--- config.mk ---
export PLATFORM = sky130hd
export DESIGN_NAME = lfsr_random_range_flat
export DESIGN_NICKNAME = d
export VERILOG_FILES = /design/src/rtl/lfsr_random_range_if.sv /design/src/rtl/lfsr_random_range.sv /design/src/flat_wrapper.sv
export SDC_FILE = /design/constraint.sdc
export NUM_CORES = 1
export LEC_CHECK = 0
export ABC_CLOCK_PERIOD_IN_PS = 1500
export CAP_MARGIN = 20
export CORE_ASPECT_RATIO = 1.4
export CORE_UTILIZATION = 43
export DETAILED_ROUTE_END_ITERATION = 10
export PLACE_DENSITY_LB_ADDON = 0.1
export SLEW_MARGIN = 10
export SYNTH_ARGS = -nofsm -noshare
export SYNTH_HDL_FRONTEND = slang
export SYNTH_SLANG_ARGS = --single-unit
--- constraint.sdc ---
create_clock -name clk -period 1.5 [get_ports clk]
set_input_delay 0.3 -clock clk [delete_from_list [all_inputs] [get_ports clk]]
set_output_delay 0.3 -clock clk [all_outputs]
set_load 0.01 [all_outputs]
--- src/rtl/lfsr_random_range_if.sv ---
// Request/result bundle for the LFSR range generator: button, gating and reseed
// controls toward the generator, drawn value and status back.
interface lfsr_random_range_if #(
  parameter int WIDTH = 8
);
  logic             bt;
  logic             enable;
  logic             timeout;
  logic             seed_load;
  logic [WIDTH-1:0] seed_in;
  logic [WIDTH-1:0] q;
  logic             valid;
  logic             busy;

  modport master (
    output bt, enable, timeout, seed_load, seed_in,
    input  q, valid, busy
  );

  modport slave (
    input  bt, enable, timeout, seed_load, seed_in,
    output q, valid, busy
  );
endinterface

--- src/rtl/lfsr_random_range.sv ---
// Free-running Fibonacci LFSR with masked, bounded rejection sampling into 0..MAX_VAL.
// One draw per accepted button press; result held in q and announced by a valid strobe.
module lfsr_random_range #(
  parameter int               WIDTH       = 8,
  parameter logic [WIDTH-1:0] TAPS        = 8'hB8,
  parameter logic [WIDTH-1:0] SEED        = 8'h01,
  parameter int               MAX_VAL     = 9,
  parameter int               RETRY_LIMIT = 4
) (
  input  logic               clk,
  input  logic               reset,
  lfsr_random_range_if.slave bus
);

  localparam int               MASK_BITS = $clog2(MAX_VAL + 1);
  localparam logic [WIDTH-1:0] MASK      = WIDTH'((1 << MASK_BITS) - 1);
  localparam logic [WIDTH-1:0] MAX_Q     = WIDTH'(MAX_VAL);
  localparam logic [WIDTH-1:0] RANGE     = WIDTH'(MAX_VAL + 1);
  localparam int               CW        = (RETRY_LIMIT > 1) ? $clog2(RETRY_LIMIT) : 1;
  localparam logic [CW-1:0]    LAST      = CW'(RETRY_LIMIT - 1);

  typedef enum logic {IDLE, DRAW} state_t;

  state_t           state, next_state;
  logic [WIDTH-1:0] lfsr, lfsr_next, lfsr_step, cand;
  logic [WIDTH-1:0] q_r, q_next;
  logic [CW-1:0]    count, count_next;
  logic             bt_d, req;
  logic             valid_r, valid_next, busy;
  logic             hit, fallback;

  // LFSR datapath: reseed beats stepping; a zero state can never persist.
  always_comb begin
    // NOTE: every combinational output gets a default first so no path infers a latch.
    lfsr_step = {lfsr[WIDTH-2:0], ^(lfsr & TAPS)};
    lfsr_next = lfsr;
    if (bus.seed_load)
      lfsr_next = (bus.seed_in == '0) ? SEED : bus.seed_in;
    else if (bus.enable)
      lfsr_next = lfsr_step;
    if (lfsr_next == '0)
      lfsr_next = SEED;
  end

  always_ff @(posedge clk or posedge reset) begin
    // NOTE: state is updated with non-blocking assignments so all registers sample the same edge.
    if (reset) begin
      lfsr <= SEED;
      bt_d <= 1'b1;
    end else begin
      lfsr <= lfsr_next;
      bt_d <= bus.bt;
    end
  end

  assign req  = bt_d & ~bus.bt & bus.enable & bus.timeout & (state == IDLE) & ~bus.seed_load;
  assign cand = lfsr & MASK;

  // FSM state register
  always_ff @(posedge clk or posedge reset) begin
    if (reset) begin
      state <= IDLE;
      count <= '0;
    end else begin
      state <= next_state;
      count <= count_next;
    end
  end

  // FSM next-state logic
  always_comb begin
    next_state = state;
    count_next = count;
    hit        = 1'b0;
    fallback   = 1'b0;
    unique case (state)
      IDLE: begin
        if (req) begin
          next_state = DRAW;
          count_next = '0;
        end
      end
      DRAW: begin
        if (!bus.enable || bus.seed_load) begin
          next_state = IDLE;
        end else if (cand <= MAX_Q) begin
          hit        = 1'b1;
          next_state = IDLE;
        end else if (count < LAST) begin
          count_next = count + CW'(1);
        end else begin
          // cand <= MASK < 2*(MAX_VAL+1), so one subtraction lands in range.
          fallback   = 1'b1;
          next_state = IDLE;
        end
      end
      default: next_state = IDLE;
    endcase
  end

  // FSM output logic
  always_comb begin
    busy       = (state == DRAW);
    valid_next = hit | fallback;
    q_next     = q_r;
    if (hit)
      q_next = cand;
    else if (fallback)
      q_next = cand - RANGE;
  end

  always_ff @(posedge clk or posedge reset) begin
    if (reset) begin
      q_r     <= '0;
      valid_r <= 1'b0;
    end else begin
      q_r     <= q_next;
      valid_r <= valid_next;
    end
  end

  assign bus.q     = q_r;
  assign bus.valid = valid_r;
  assign bus.busy  = busy;

endmodule

--- src/flat_wrapper.sv ---
// flat-port wrapper written by rule: the top's interface ports become plain ports
module lfsr_random_range_flat 
#(
  parameter int               WIDTH       = 8,
  parameter logic [WIDTH-1:0] TAPS        = 8'hB8,
  parameter logic [WIDTH-1:0] SEED        = 8'h01,
  parameter int               MAX_VAL     = 9,
  parameter int               RETRY_LIMIT = 4
)
  (clk, reset, bus_bt, bus_enable, bus_timeout, bus_seed_load, bus_seed_in, bus_q, bus_valid, bus_busy);
  lfsr_random_range_if #(.WIDTH(WIDTH)) bus_i ();
  input  logic clk;
  input  logic reset;
  input wire logic [$bits(bus_i.bt)-1:0] bus_bt;
  input wire logic [$bits(bus_i.enable)-1:0] bus_enable;
  input wire logic [$bits(bus_i.timeout)-1:0] bus_timeout;
  input wire logic [$bits(bus_i.seed_load)-1:0] bus_seed_load;
  input wire logic [$bits(bus_i.seed_in)-1:0] bus_seed_in;
  output wire logic [$bits(bus_i.q)-1:0] bus_q;
  output wire logic [$bits(bus_i.valid)-1:0] bus_valid;
  output wire logic [$bits(bus_i.busy)-1:0] bus_busy;
  assign bus_i.bt = bus_bt;
  assign bus_i.enable = bus_enable;
  assign bus_i.timeout = bus_timeout;
  assign bus_i.seed_load = bus_seed_load;
  assign bus_i.seed_in = bus_seed_in;
  assign bus_q = bus_i.q;
  assign bus_valid = bus_i.valid;
  assign bus_busy = bus_i.busy;
  lfsr_random_range #(.WIDTH(WIDTH), .TAPS(TAPS), .SEED(SEED), .MAX_VAL(MAX_VAL), .RETRY_LIMIT(RETRY_LIMIT)) u_core (.clk(clk), .reset(reset), .bus(bus_i));
endmodule
==> impl_metrics.toml <==
[cells_and_area]
drive_gt1_share_pct = 30.8
final_cell_mix = "18 x buf_4, 16 x dfrtp_1, 12 x clkdlybuf4s50_1, 10 x nand2_1, 10 x mux2i_1"
final_cells = 151
fin_util_pct = 70.8
syn2layout_area_growth_pct = 50.4
final_nets = 147
final_common_cell = "buf_4"
n_antenna_cell = 0
final_cell_area_um2 = 1430

[power]
p_sw_share_pct = 26.8
switchingPower_uw = 320
leakagePower_nw = 0.734
p_int_uw = 873
max-vdd-ir-drop_uv = 766
pwr-share-comb_pct = 26.4
power_density_nw_per_um2 = 834
clkPwrFrac_pct = 25.4
pwr-share-seq_pct = 48.2

[place]
place.gp.congestion = 0.744
placed_area_um2 = 1250
hpwlAfterDp_um = 1330
dp.cells = 137
pre_cts_ws_ns = -0.557
port-buffer-count = 23

[timing]
final.min_clock_period_ns = 1.51
fin_hold_ws_ns = 0.302
tightest_slew_ns = 0.268
worst_slack_ns = -0.0134
setup_viol = 2
slew_violations = 0
fin_crit_sh_pct = 101
fin_skew_ns = 0.00119
final-hold-violation-count = 0
rsz0062_at_grt = "true"
max_slew_margin_pct = 82.0
fmax_mhz = 661

[synthesis]
ys_ff_latch = 18
synth_top_flop_cell = "dfrtp_1"
yosys_warnings = 0
synth_edf_count = 0
yosysUniqueCellTypes = 33
syn_avg_cell_area_um2 = 10.9
netlist_area_um2 = 951
synth.area.top_cells = "dfrtp_1 42%, mux2i_1 11%, dfstp_2 5.5%"
synth_seq_area_share_pct = 47.6
synth_top_area_share_pct = 42.1
netlist_instances = 87
async_flop_share_pct = 100
syn_nets = 103
synth_top_cell_by_area = "dfrtp_1"

[worst_setup_path]
cp_cell_sequence = "or2_1 -> and3_1 -> nand2b_4 -> inv_4 -> mux2_1"
critPathArrivalTime_ns = 1.70
r2r-end = "u_core.bus.q[1]"
cp_num_buf_inv = 1
crit_required_ns = 1.69
r2r_setup_slack_ns = -0.01
r2r_cells = 5
cpPeakStageDelay_ns = 0.43
crit_fanout = 4
end_kind = "flip-flop"
timing.rr.start = "u_core.lfsr[1]"
cp_top_family = "simple AND/OR/NAND/NOR gates"
start_kind = "flip-flop"
worstSetupPathType = "reg -> reg"
crit_slowest_cell = "dfrtp_1"

[die]
die_h_um = 57.6
die_w_um = 41.7
die_area_um2 = 2410
ios = 24
core_um2 = 2020
initial_core_util_pct = 47.1
fp-row-count = 19

[outcome]
outcome = "finished with violations"
violations = "setup timing"

[clock_network]
cts_tree = "yes"
htree_levels = 1
numCtsBuffers = 3
clock_sinks = 18
root_buffer = "clkbuf_4"
clk_pin_slew_worst_paths_ns = 0.10
clk_latency_ns = 0.30
clockBufferDepth = 2

[global_route]
antenna_found_initial = 0
grt_max_degree = 19
track_usage_pct = 17.1
grt_remaining_overflow = 0
grt_pass1_wl_um = 3140
grt_pass1_vias = 769

[detailed_routing]
ant_nets = 0
drt-total-wl_um = 1880
avgViaCountPerCell = 5.11
drcViolationCount = 0
drt-initial-drc-count = 5
post_drt_wl_per_cell_um = 12.5
first_pass_iters = 2
via_count = 771

[worst_hold_path]
hold_path_class = "in -> async"

[flow_run]
maxCapViolCount = 0
layer usage:
| layer | global-route usage, % | wire length (um) |
|---|---|---|
| met3 | 1.87 | 59 |
| met4 | 8.29 | 21 |
| met5 | 0 | 0 |
| met1 | 17.4 | 755 |
| met2 | 33.5 | 1050 |
flip-flops by register name, indices dropped and copies added (netlist names):
register          count
u_core.bt_d           1
u_core.bus.busy       1
u_core.bus.q          5
u_core.bus.valid      1
u_core.count          2
u_core.lfsr           8
worst max path at each step:
stage                         from               to  slack, ns  depth (start not counted)
global placement        bus_enable   u_core.lfsr[0]      -0.51                          6
CTS                  bus_seed_load   u_core.lfsr[0]      -0.02                          7
detailed placement      bus_enable   u_core.lfsr[0]      -0.56                          6
finish              u_core.lfsr[1]  u_core.bus.q[1]      -0.01                          5
global route           u_core.bt_d  u_core.count[1]      -0.11                          4
floorplan           u_core.lfsr[2]  u_core.bus.q[0]       0.03                          5
worst reg2reg max path, delay by kind of cell (launching register included):
family / cells / cell delay [ns]
buffers and inverters: 1 / 0.06
flip-flops: 1 / 0.43
multiplexers: 1 / 0.31
AND/OR/NAND/NOR: 3 / 0.61
through the flow:
stage	setup TNS, ns	power [mW]
5_1_grt	-0.308	1.25
3_5_place_dp	-1.91	0.871
6_report	-0.0262	1.19
4_1_cts	-0.0230	1.17
2_1_floorplan	0	0.743
3_3_place_gp	-1.83	0.862
layout make-up:
class                   count  area [um2]
fillers                   161         591
flip-flops and latches     18         453
multi-input cells          56         452
repair buffers             46         438
clock buffers               4        36.3
well taps                  21        26.3
inverters                   6        25.0
synthesized netlist by cell type, types with 2 or more instances:
library cell	count
xnor2_1	2
nand2_1	10
buf_4	4
buf_6	2
dfrtp_1	16
o21ai_0	3
ha_1	2
or4_1	2
mux2_1	2
inv_1	5
dfstp_2	2
o21ai_1	7
mux2i_1	10
power groups by stage:
| stage | sequential, mW | combinational, mW | clock (mW) |
|---|---|---|---|
| final | 0.574 | 0.315 | 0.303 |
| after global routing | 0.581 | 0.350 | 0.322 |
| after CTS | 0.575 | 0.288 | 0.309 |
| after detailed placement | 0.585 | 0.285 | 0 |
| after global placement | 0.585 | 0.277 | 0 |
| after floorplan | 0.588 | 0.155 | 0 |
cells by family (layout without fill, tap and decap cells):
logic type	count (synthesis)	count (layout)	synth area share [%]
XOR/XNOR	3	3	2.76
adder cells (fa/ha/maj)	2	2	2.63
flip-flops	18	18	47.6
AND/OR/NAND/NOR	23	23	13.8
multiplexers	12	12	12.9
buffers and inverters	13	56	10.0
AO/OA/AOI/OAI	16	16	10.3
what timing repair did:
item,in CTS,in global routing
endpoints found under the setup margin,9,8
setup buffers,5,5
endpoints found under the hold margin,0,0
gates resized for setup,9,17
hold buffers,0,0
pin swaps,1,5
Note: power is estimated with default switching activity, not from simulation.
